### src/rtl/div_sched.sv
// Operand scheduler for the 1-cycle 8/5 divider: queues requests, issues one per
// cycle under a result-buffer credit check, and returns tagged results in order.
module div_sched #(
    parameter int DEPTH = 4,
    parameter int TAG_W = 3
) (
    input  logic             clk,
    input  logic             rst_n,
    input  logic             in_valid,
    output logic             in_ready,
    input  logic [7:0]       in_a,
    input  logic [4:0]       in_b,
    input  logic [TAG_W-1:0] in_tag,
    output logic [7:0]       div_a,
    output logic [4:0]       div_b,
    output logic             div_in_valid,
    input  logic [7:0]       div_q,
    input  logic [4:0]       div_r,
    input  logic             div_out_valid,
    output logic             res_valid,
    input  logic             res_ready,
    output logic [7:0]       res_q,
    output logic [4:0]       res_r,
    output logic [TAG_W-1:0] res_tag,
    output logic             res_dz,
    output logic             err
);
    localparam int AW = (DEPTH > 1) ? $clog2(DEPTH) : 1;
    localparam logic [AW:0] L_DEPTH = DEPTH[AW:0];

    typedef struct packed {
        logic [7:0]       a;
        logic [4:0]       b;
        logic [TAG_W-1:0] tag;
    } req_t;

    typedef struct packed {
        logic [7:0]       q;
        logic [4:0]       r;
        logic [TAG_W-1:0] tag;
        logic             dz;
    } res_t;

    req_t             r_fifo [DEPTH];
    logic [AW-1:0]    r_wptr;
    logic [AW-1:0]    r_rptr;
    logic [AW:0]      r_count;

    logic             r_fl_vld;
    logic             r_fl_dz;
    logic [TAG_W-1:0] r_fl_tag;
    logic             r_rst_d;
    logic             r_err;

    res_t             r_hd;
    res_t             r_tl;
    logic             r_hd_vld;
    logic             r_tl_vld;

    req_t             w_head;
    logic             w_head_dz;
    logic             w_push;
    logic             w_issue;
    logic             w_res_pop;
    logic [2:0]       w_occ;
    logic [2:0]       w_room;
    res_t             w_res_new;
    res_t             w_n_hd;
    res_t             w_n_tl;
    logic             w_n_hd_vld;
    logic             w_n_tl_vld;

    assign in_ready  = (r_count < L_DEPTH) && !rst_n;
    assign w_push    = in_valid && in_ready;
    assign w_head    = r_fifo[r_rptr];
    assign w_head_dz = (w_head.b == 5'd0);
    assign w_res_pop = r_hd_vld && res_ready;

    // The divider cannot stall, so only issue when the result buffer is sure to
    // have a slot for this request one cycle from now.
    assign w_occ   = {2'b00, r_hd_vld} + {2'b00, r_tl_vld} + {2'b00, r_fl_vld};
    assign w_room  = 3'd1 + {2'b00, w_res_pop};
    assign w_issue = !rst_n && (r_count != '0) && (w_occ <= w_room);

    assign div_in_valid = w_issue && !w_head_dz;
    assign div_a        = div_in_valid ? w_head.a : 8'd0;
    assign div_b        = div_in_valid ? w_head.b : 5'd0;

    always_comb begin
        w_res_new     = '0;
        w_res_new.tag = r_fl_tag;
        if (r_fl_dz) begin
            w_res_new.q  = 8'hFF;
            w_res_new.r  = 5'd0;
            w_res_new.dz = 1'b1;
        end else begin
            w_res_new.q  = div_q;
            w_res_new.r  = div_r;
            w_res_new.dz = 1'b0;
        end
    end

    // Head/tail pair: pop shifts the tail forward, then a push lands in the
    // first free slot, so res_* always come straight from r_hd.
    always_comb begin
        w_n_hd     = r_hd;
        w_n_tl     = r_tl;
        w_n_hd_vld = r_hd_vld;
        w_n_tl_vld = r_tl_vld;
        if (w_res_pop) begin
            w_n_hd     = r_tl;
            w_n_hd_vld = r_tl_vld;
            w_n_tl_vld = 1'b0;
        end
        if (r_fl_vld) begin
            if (!w_n_hd_vld) begin
                w_n_hd     = w_res_new;
                w_n_hd_vld = 1'b1;
            end else begin
                w_n_tl     = w_res_new;
                w_n_tl_vld = 1'b1;
            end
        end
    end

    always_ff @(posedge clk) begin
        if (w_push) begin
            r_fifo[r_wptr] <= '{a: in_a, b: in_b, tag: in_tag};
        end
    end

    always_ff @(posedge clk) begin
        if (rst_n) begin
            r_wptr   <= '0;
            r_rptr   <= '0;
            r_count  <= '0;
            r_fl_vld <= 1'b0;
            r_fl_dz  <= 1'b0;
            r_fl_tag <= '0;
            r_rst_d  <= 1'b1;
            r_err    <= 1'b0;
            r_hd     <= '0;
            r_tl     <= '0;
            r_hd_vld <= 1'b0;
            r_tl_vld <= 1'b0;
        end else begin
            r_rst_d <= 1'b0;
            if (w_push) begin
                r_wptr <= r_wptr + 1'b1;
            end
            if (w_issue) begin
                r_rptr <= r_rptr + 1'b1;
            end
            case ({w_push, w_issue})
                2'b10:   r_count <= r_count + 1'b1;
                2'b01:   r_count <= r_count - 1'b1;
                default: r_count <= r_count;
            endcase
            r_fl_vld <= w_issue;
            if (w_issue) begin
                r_fl_dz  <= w_head_dz;
                r_fl_tag <= w_head.tag;
            end
            r_hd     <= w_n_hd;
            r_tl     <= w_n_tl;
            r_hd_vld <= w_n_hd_vld;
            r_tl_vld <= w_n_tl_vld;
            // A result for a request issued before reset may still arrive in the
            // first cycle out of reset; it is not a protocol violation.
            if (!r_rst_d && (div_out_valid != (r_fl_vld && !r_fl_dz))) begin
                r_err <= 1'b1;
            end
        end
    end

    assign res_valid = r_hd_vld;
    assign res_q     = r_hd.q;
    assign res_r     = r_hd.r;
    assign res_tag   = r_hd.tag;
    assign res_dz    = r_hd.dz;
    assign err       = r_err;

endmodule

### config.mk
export PLATFORM = sky130hd
export DESIGN_NAME = div_sched
export DESIGN_NICKNAME = d
export VERILOG_FILES = /design/src/rtl/div_sched.sv
export SDC_FILE = /design/constraint.sdc
export NUM_CORES = 1
export LEC_CHECK = 0
export CAP_MARGIN = 10
export CELL_PAD_IN_SITES_DETAIL_PLACEMENT = 0
export CELL_PAD_IN_SITES_GLOBAL_PLACEMENT = 1
export CORE_MARGIN = 3
export CORE_UTILIZATION = 47
export DETAILED_ROUTE_END_ITERATION = 10
export PLACE_DENSITY = 0.89
export SKIP_CTS_REPAIR_TIMING = 1
export SLEW_MARGIN = 20
export SYNTH_ARGS = -nofsm -noshare
export SYNTH_HDL_FRONTEND = slang
export SYNTH_SLANG_ARGS = --single-unit
export TNS_END_PERCENT = 30
### constraint.sdc
create_clock -name clk -period 6.1 [get_ports clk]
set_clock_uncertainty 0.15 [all_clocks]
set_input_delay 0.61 -clock clk [delete_from_list [all_inputs] [get_ports clk]]
set_output_delay 0.61 -clock clk [all_outputs]
set_load 0.1 [all_outputs]
Word-level counts from Yosys, hierarchy flattened. Memory sizes are Yosys's and may differ from the RTL's. A register that Yosys moved wholly into a read port is not among the register bits. Cells that the tools add are included.

Word-level logic and storage cells: 65. Bits in registers: 50. Memories: 1. Memory bits (writable): 64. Memory bits (read-only): 0. Input bits: 34. Latch bits: 0.

Memories: r_fifo (depth 4, width 16, read ports 1, clocked after memory_dff 1, write ports 1, RTL line 44) `req_t r_fifo [DEPTH];`.

Multipliers: 0. Shift-type cells: 0. Bitwise logic cells: 0. Add/subtract/negate cells: 7. Equality and inequality tests: 3. Div/mod/pow operators: 0. Mux-type cells: 18. Reduce and logical (&&, ||, !) cells: 16. Order comparisons: 2.

Operators with widths (count): $mux 17 (3); $mux 13 (1); $mux 1 (9); $logic_and 1x1->1 (8); $mux 8 (1); $pmux 3 s2 (1); $logic_not 5->1 (1); $mux 5 (1); $add 2x1->2 const B (2); $logic_not 1->1 (4); $mux 2 (2); $add 2x1->3 (1); $add 3x1->3 const B (1); $le 3x2->1 (1); $lt 3x3->1 const B (1); $reduce_bool 3->1 (1); $sub 3x1->3 const B (1); $add 1x1->2 (1); $add 1x1->2 const A (1); $eq 2x1->1 const B (1); $eq 2x2->1 const B (1); $reduce_and 2->1 (1); $reduce_bool 2->1 (1); $ne 1x1->1 (1).

Longest topological paths before layout. Gate-level depths: netlist (run 1).

Depth in word-level cells: 6. Depth in mapped cells: 13. Depth with buffers taken out: 12.

Worst setup path after synthesis (run 1). OpenSTA, ideal clock, no wires.

Kind: register to output. Start point: register r_hd_vld, in the netlist res_valid. End point: output port div_a[0]. Stages on the path, launching flop included: 10. Data required time: 5.340 ns. Arrival time: 3.419 ns. Slack: 1.921 ns. Path through: dfxtp_1 buf_2 nand2_1 buf_2 ha_1 nor2b_1 o21a_1 nor2_1 clkbuf_8 and3_1.

Cells in the longest elaborated chain, start to end: 6. Elaborated cells on any way between the ends: 8.

RTL lines: start, declared (RTL line 57) `logic r_hd_vld;`; start signal, assigned (RTL line 166) `r_hd_vld <= w_n_hd_vld;`; $add 1x1->2 or $logic_and 1x1->1 (tied branches) (RTL line 81, 77); $add 2x1->3 or $add 1x1->2 (tied branches) (RTL line 81, 82); $le 3x2->1 (*) (RTL line 83) `assign w_issue = !rst_n && (r_count != '0) && (w_occ <= w_room);`; $logic_and 1x1->1 (*) (RTL line 83); via w_issue (RTL line 63) `logic w_issue;`; $logic_and 1x1->1 (*) (RTL line 85) `assign div_in_valid = w_issue && !w_head_dz;`; $mux 8 (*) (RTL line 86) `assign div_a = div_in_valid ? w_head.a : 8'd0;`; end, declared (RTL line 14) `output logic [7:0] div_a,`.

The timed path passes the listed nets; every way through them passes the cells marked *.

Worst setup path in the final report (run 1).
Start point: input port res_ready. End point: output port div_a[7].

Cells in the longest elaborated chain, start to end: 6.

RTL lines: start, declared (RTL line 21) `input logic res_ready,`; $logic_and 1x1->1 (RTL line 77) `assign w_res_pop = r_hd_vld && res_ready;`; $add 1x1->2 (RTL line 82) `assign w_room = 3'd1 + {2'b00, w_res_pop};`; $le 3x2->1 (RTL line 83); $logic_and 1x1->1 (RTL line 83); $logic_and 1x1->1 (RTL line 85); $mux 8 (RTL line 86).

Every way passes these cells.

==> results.toml, run 1 <==
[worst_hold_path]
hp-start = "r_tl[5]"
hold_path_end = "r_tl[5]"
whs_path_depth = 2
min-delay-path-class = "flop to flop"

[yosys]
synth_xor_area_share_pct = 0.7355
synth_area_mm2 = 0.004763
yosysUniqueCellTypes = 43
synth_fp_nets = 404
yosysWarnings = 0
synth-adder-area-share_pct = 2.679
synth_flop_cell = "edfxtp_1"
ys_ff_latch = 116
ys_top_cells_by_area = "edfxtp_1, dfxtp_1, a211oi_1, mux4_1, and3_1"
synth_area_per_cell_um2 = 13.19
synth_sequential_area_ratio_pct = 62.20
synthMuxAreaShare_pct = 8.695
synth_top_family_by_area = "simple AND/OR/NAND/NOR gates"
postSynthCellCount = 361
synth-edff-count = 64
synth_compound_area_share_pct = 9.483
yosysTopAreaCellShare_pct = 40.35
async_flop_share_pct = 0
yosys.area.top_type = "edfxtp_1"
yosys.area_share.simple_pct = 12.40

[sta]
finalCritPeriodShare_pct = 82.07
worstMarginPinSlew_ns = 0.9817
max_freq_mhz = 199.8
slew_headroom_pct = 34.47
fin_tns_setup_ns = 0
setup_viol_count_final = 0
hold_viol_final = 0
slew_viol_final = 0
min_period_ns = 5.006
rsz0062_at_grt = "false"

[detailed_routing]
drtIter0Drc = 214
drc = 0
viasPerCell = 5.458
via_count = 3111
drtAntennaViolNets = 0
post_drt_wl_per_cell_um = 16.82
drt_first_pass_iters = 4
drt-total-wl_mm = 9.587

[clocking]
cts-root-buf = "clkbuf_8"
cts.sinks = 116
clock_path_buffers = 2
cts-buffers-inserted = 17
clkLatencyLatePin_ns = 0.50
cts_tree = "yes"
path_clk_slew_ns = 0.06
htreeDepth = 4

[setup_path]
slowest_stage = "clkdlybuf4s50_1"
critical_path.cell_chain = "clkdlybuf4s50_1, nand2_1, ha_1, nor2b_1, o21a_1, nor2_1, and3_1, buf_4"
worstReg2RegStart = "res_valid"
arrival_ns = 4.25
rrSetupSlack_ns = 1.81
r2r_end = "r_count[2]"
max_stage_delay_ns = 0.88
worstPathMaxFanout = 20
end_kind = "output pin"
cp.required_ns = 5.34
start_kind = "input port"
rr_worst_depth = 10
worst-setup-path-type = "input port to output pin"

[finish]
drive_above_1_share_pct = 13.96
syn2layout_area_growth_pct = 26.29
nNetsFinal = 467
diodes = 0

[status]
status = "finished, final reports clean"

[floorplan]
die_x_um = 106.7
ios = 68
core_mm2 = 0.009819
die_h_um = 106.7
initial_utilization_pct = 48.51
die_area_mm2 = 0.01138
rows = 36

[power]
peakVddDrop_v = 0.0004105
total_power_uw = 3101
power_density_mw_per_mm2 = 515.5
p_leak_uw = 0.002154

[global_routing]
grt_max_degree = 54
grt_pass1_vias = 3085
grt_pass1_wl_mm = 15.73
track_usage_pct = 17.96
grt_antenna_before_repair = 0
overflow = 0

[placed_design]
gp_congestion = 0.7222
dp_hpwl_mm = 5.770
portBuffers = 67

[flow_run]
drv_cap = 0
state kept, by name (all words and copies together), names as in the netlist, named ones only:
name,count
r_fl_tag,3
r_tl,17
r_fl_dz,1
r_fifo,64
r_rst_d,1
err,1
r_wptr,2
r_fl_vld,1
res_q,8
res_tag,3
res_valid,1
res_dz,1
r_tl_vld,1
r_count,3
res_r,5
r_rptr,2
cells in the final DEF, fill, tap and decap left out, drive strengths merged, types with 9 or more instances in the layout:
cell / synthesis / final
a211oi: 34 / 34
a21oi: 20 / 20
and3: 30 / 30
buf: 11 / 15
clkbuf: 11 / 17
clkdlybuf4s50: 0 / 52
dfxtp: 52 / 52
edfxtp: 64 / 64
inv: 9 / 12
mux4: 16 / 16
nand2: 22 / 22
nand2b: 12 / 12
nand3: 9 / 9
nor2: 30 / 30
cells by family after synthesis:
group	after synthesis
AOI/OAI and AO/OA	68
buffers and inverters	32
DFF	116
xor gates and xnor gates	4
and+or+nand+nor	114
adders and majority gates	9
muxes	18
worst max-delay path by stage:
stage,startpoint,end,slack (ns)
after floorplan,res_valid,div_a[0],1.92
after global placement,res_ready,div_a[3],1.17
after detailed placement,res_ready,div_a[3],1.12
after CTS,res_ready,div_a[3],1.10
after global routing,res_ready,div_a[3],0.81
final,res_ready,div_a[7],1.09
cell usage after synthesis, types with 2 or more instances:
| library cell | number |
|---|---|
| a211oi_1 | 34 |
| a21oi_1 | 19 |
| a311oi_1 | 4 |
| and2_1 | 2 |
| and3_1 | 29 |
| buf_1 | 2 |
| buf_2 | 6 |
| buf_6 | 2 |
| clkbuf_1 | 9 |
| clkbuf_8 | 2 |
| dfxtp_1 | 52 |
| edfxtp_1 | 64 |
| fa_1 | 2 |
| ha_1 | 7 |
| inv_1 | 7 |
| inv_2 | 2 |
| mux2i_1 | 2 |
| mux4_1 | 9 |
| mux4_2 | 7 |
| nand2_1 | 21 |
| nand2b_1 | 12 |
| nand3_1 | 9 |
| nor2_1 | 30 |
| o21ai_0 | 5 |
| o21ai_1 | 2 |
| o31ai_1 | 2 |
| xnor2_1 | 3 |
where the power goes:
group | total (uW) | internal (uW) | switching [uW]
Sequential | 1020 | 923 | 95.2
Combinational | 1100 | 302 | 799
Clock | 982 | 624 | 358
stage by stage:
step / hold slack (ns) / setup slack (ns) / utilization [%] / cells / area [um2]
2_1_floorplan: 0.2819 / 1.921 / - / 361 / 4763
3_3_place_gp: 0.2875 / 1.173 / 55.12 / 538 / 5413
3_5_place_dp: 0.2922 / 1.118 / 55.12 / 538 / 5413
4_1_cts: 0.3002 / 1.101 / 61.19 / 570 / 6008
5_1_grt: 0.3200 / 0.8114 / 61.26 / 570 / 6016
6_report: 0.3000 / 1.094 / 61.26 / 570 / 6016
layer usage:
metal | global-route usage [%] | up-vias | routed length (um)
met5 | 0 | - | 0
met4 | 8.311 | 0 | 104
met3 | 4.335 | 9 | 487
met2 | 29.72 | 96 | 4890
met1 | 22.33 | 1506 | 4104
li1 | - | 1500 | -
final cells by class:
| cell class | instances | area [um2] |
|---|---|---|
| repair buffers | 67 | 630.6 |
| fillers | 778 | 3804 |
| multi-input cells | 213 | 1627 |
| well taps | 133 | 166.4 |
| flip-flops and latches | 116 | 2963 |
| clock inverters | 15 | 181.4 |
| inverters | 9 | 33.78 |
| clock buffers | 17 | 414.1 |
worst max-delay path, delay by kind of cell:
kind	cells	cell delay (ns)
AO/OA/AOI/OAI	1	0.24
adder cells (fa/ha/maj)	1	0.49
buffers and inverters	2	1.18
AND/OR/NAND/NOR	4	1.70
(Power assumes the default switching activity.)
==> run 2, diff against run 1 <==
--- a/config.mk
+++ b/config.mk
@@ -9,9 +9,9 @@
 export CELL_PAD_IN_SITES_DETAIL_PLACEMENT = 0
 export CELL_PAD_IN_SITES_GLOBAL_PLACEMENT = 1
 export CORE_MARGIN = 3
-export CORE_UTILIZATION = 47
+export CORE_UTILIZATION = 40
 export DETAILED_ROUTE_END_ITERATION = 10
-export PLACE_DENSITY = 0.89
+export PLACE_DENSITY = 0.81
 export SKIP_CTS_REPAIR_TIMING = 1
 export SLEW_MARGIN = 20
 export SYNTH_ARGS = -nofsm -noshare
==> constraint.sdc (replaced) <==
create_clock -name clk -period 4.36 [get_ports clk]
set_clock_uncertainty 0.15 [all_clocks]
set_input_delay 0.436 -clock clk [delete_from_list [all_inputs] [get_ports clk]]
set_output_delay 0.436 -clock clk [all_outputs]
set_load 0.1 [all_outputs]
==> run 2 against run 1 <==
  * Combinational power is 55% higher
  * Non-clock buffer count is 6 higher
  * Cell area is 3.4% higher
  * Worst setup slack worse by 0.11 ns
  * Count of clock-buffer cells in the layout is 1 higher
  * First-iteration DRC count is 6.1% lower
  * Sequential share of layout area is 1.6 points lower
  * Clock power is 34% higher
  * Hold slack worse by 0.071 ns
  * Core utilization is 7.3 points lower
  * Final cell count is 2.6% higher
==> results.toml, run 2 (synthesis gave the netlist of run 1 again) <==
[status]
status = "finished, final reports clean"

[sta]
setup_viol_count_final = 0
slew_headroom_pct = 34.25
hold_viol_final = 0
max_freq_mhz = 296.1
finalCritPeriodShare_pct = 77.45
slew_viol_final = 0
rsz0062_at_grt = "false"
min_period_ns = 3.377
worstMarginPinSlew_ns = 0.9832
fin_tns_setup_ns = 0

[floorplan]
initial_utilization_pct = 41.36
die_h_um = 115.1
rows = 39
core_mm2 = 0.01152
die_x_um = 115.1
die_area_mm2 = 0.01325
ios = 68

[clocking]
htreeDepth = 4
clock_path_buffers = 2
clkLatencyLatePin_ns = 0.41
cts-buffers-inserted = 17
path_clk_slew_ns = 0.05
cts_tree = "yes"
cts.sinks = 116
cts-root-buf = "clkbuf_16"

[detailed_routing]
drt-total-wl_mm = 9.735
drtIter0Drc = 201
drc = 0
drt_first_pass_iters = 4
post_drt_wl_per_cell_um = 16.64
viasPerCell = 5.215
drtAntennaViolNets = 0
via_count = 3051

[finish]
final_cell_area_mm2 = 0.006218
fillCellCount = 933
largest_register_ffs = 64
final_cell_mix = "edfxtp_1, dfxtp_1, clkdlybuf4s50_1"
nNetsFinal = 473
diodes = 0
layoutNonFillerInstCount = 585
largest-register = "r_fifo"
syn2layout_area_growth_pct = 30.55
drive_above_1_share_pct = 14.71
layout_commonest_cell = "edfxtp_1"

[power]
peakVddDrop_v = 0.0005336
total_power_uw = 4407
p_int_uw = 2654
power_frac_comb_pct = 38.5
power.share.clock_pct = 30.0
power_density_mw_per_mm2 = 708.6
power.net_switching_uw = 1753
p_seq_share_pct = 31.5
p_leak_uw = 0.002215
swShare_pct = 39.78

[setup_path]
rr_worst_depth = 12
worstPathMaxFanout = 9
crit_path_start = "r_fl_vld"
arrival_ns = 2.79
end_kind = "output pin"
worstReg2RegStart = "r_fl_vld"
rrSetupSlack_ns = 1.16
start_kind = "flop"
worst-setup-path-type = "flop to output pin"
cp.required_ns = 3.77
r2r_end = "r_count[2]"

[global_routing]
track_usage_pct = 15.83
grt_antenna_before_repair = 0
grt_pass1_wl_mm = 15.90
overflow = 0
grt_max_degree = 38
grt_pass1_vias = 3133

[placed_design]
dp_hpwl_mm = 6.052
dp.cells = 554
placed_area_mm2 = 0.005645
portBuffers = 67
gp_congestion = 0.7404

[worst_hold_path]
min-delay-path-class = "input port to flop"
hp-start = "rst_n"
whs_path_depth = 2
hold_path_end = "r_count[0]"

[flow_run]
drv_cap = 0
## run 2: cell count changes in the layout (fill, tap and decap cells not counted), sizes merged
cell,delta
buf,+6
clkinv,+2
inv,-2
bufinv,-1
clkbuf,+1
clkinvlp,-1
## run 2: worst max-delay path: stages, from the launching register on
cell     delay (ns)
dfxtp_1        0.40
inv_2          0.10
fa_1           0.39
inv_1          0.07
ha_1           0.23
nor2b_1        0.15
o21ai_1        0.52
and3_2         0.33
buf_12         0.17
## run 2: layer usage
metal	vias to the layer above	routed length [um]	track usage, %
met3	10	552	6.211
met2	60	4670	24.73
li1	1498	-	-
met5	-	0	0
met4	0	121	5.869
met1	1483	4390	20.03
## run 2: layout make-up
cell class	instances	area (um2)	area share, %
Clock buffer	18	429.2	6.901
Clock inverter	13	136.4	2.193
Inverter	9	33.78	0.5433
Multi-Input combinational cell	213	1627	26.16
Sequential cell	116	2963	47.65
Tap cell	143	178.9	2.877
Timing Repair Buffer	73	850.8	13.68
## run 2: how the worst max path moves through the flow
stage                       endpoint  depth (start not counted)
after global routing        div_b[1]                          8
after global placement    r_count[2]                         12
after detailed placement  r_count[2]                         12
final                       div_b[1]                          8
after floorplan             div_a[0]                          9
after CTS                   div_a[6]                          6
## run 2: through the flow
stage	setup slack [ns]	hold slack [ns]	util (%)
finish	0.9832	0.2288	54.00
global route	0.8212	0.2664	54.00
CTS	0.9304	0.2267	53.93
detailed placement	0.8701	0.2927	49.02
global placement	0.9575	0.2875	49.02
floorplan	0.3547	0.2819	-
## run 2: power groups by stage
stage / clock [uW] / sequential (uW) / combinational [uW]
global placement: 0 / 1410 / 1690
CTS: 1340 / 1390 / 1710
global route: 1400 / 1410 / 1780
floorplan: 0 / 1880 / 782
finish: 1320 / 1390 / 1700
detailed placement: 0 / 1410 / 1700
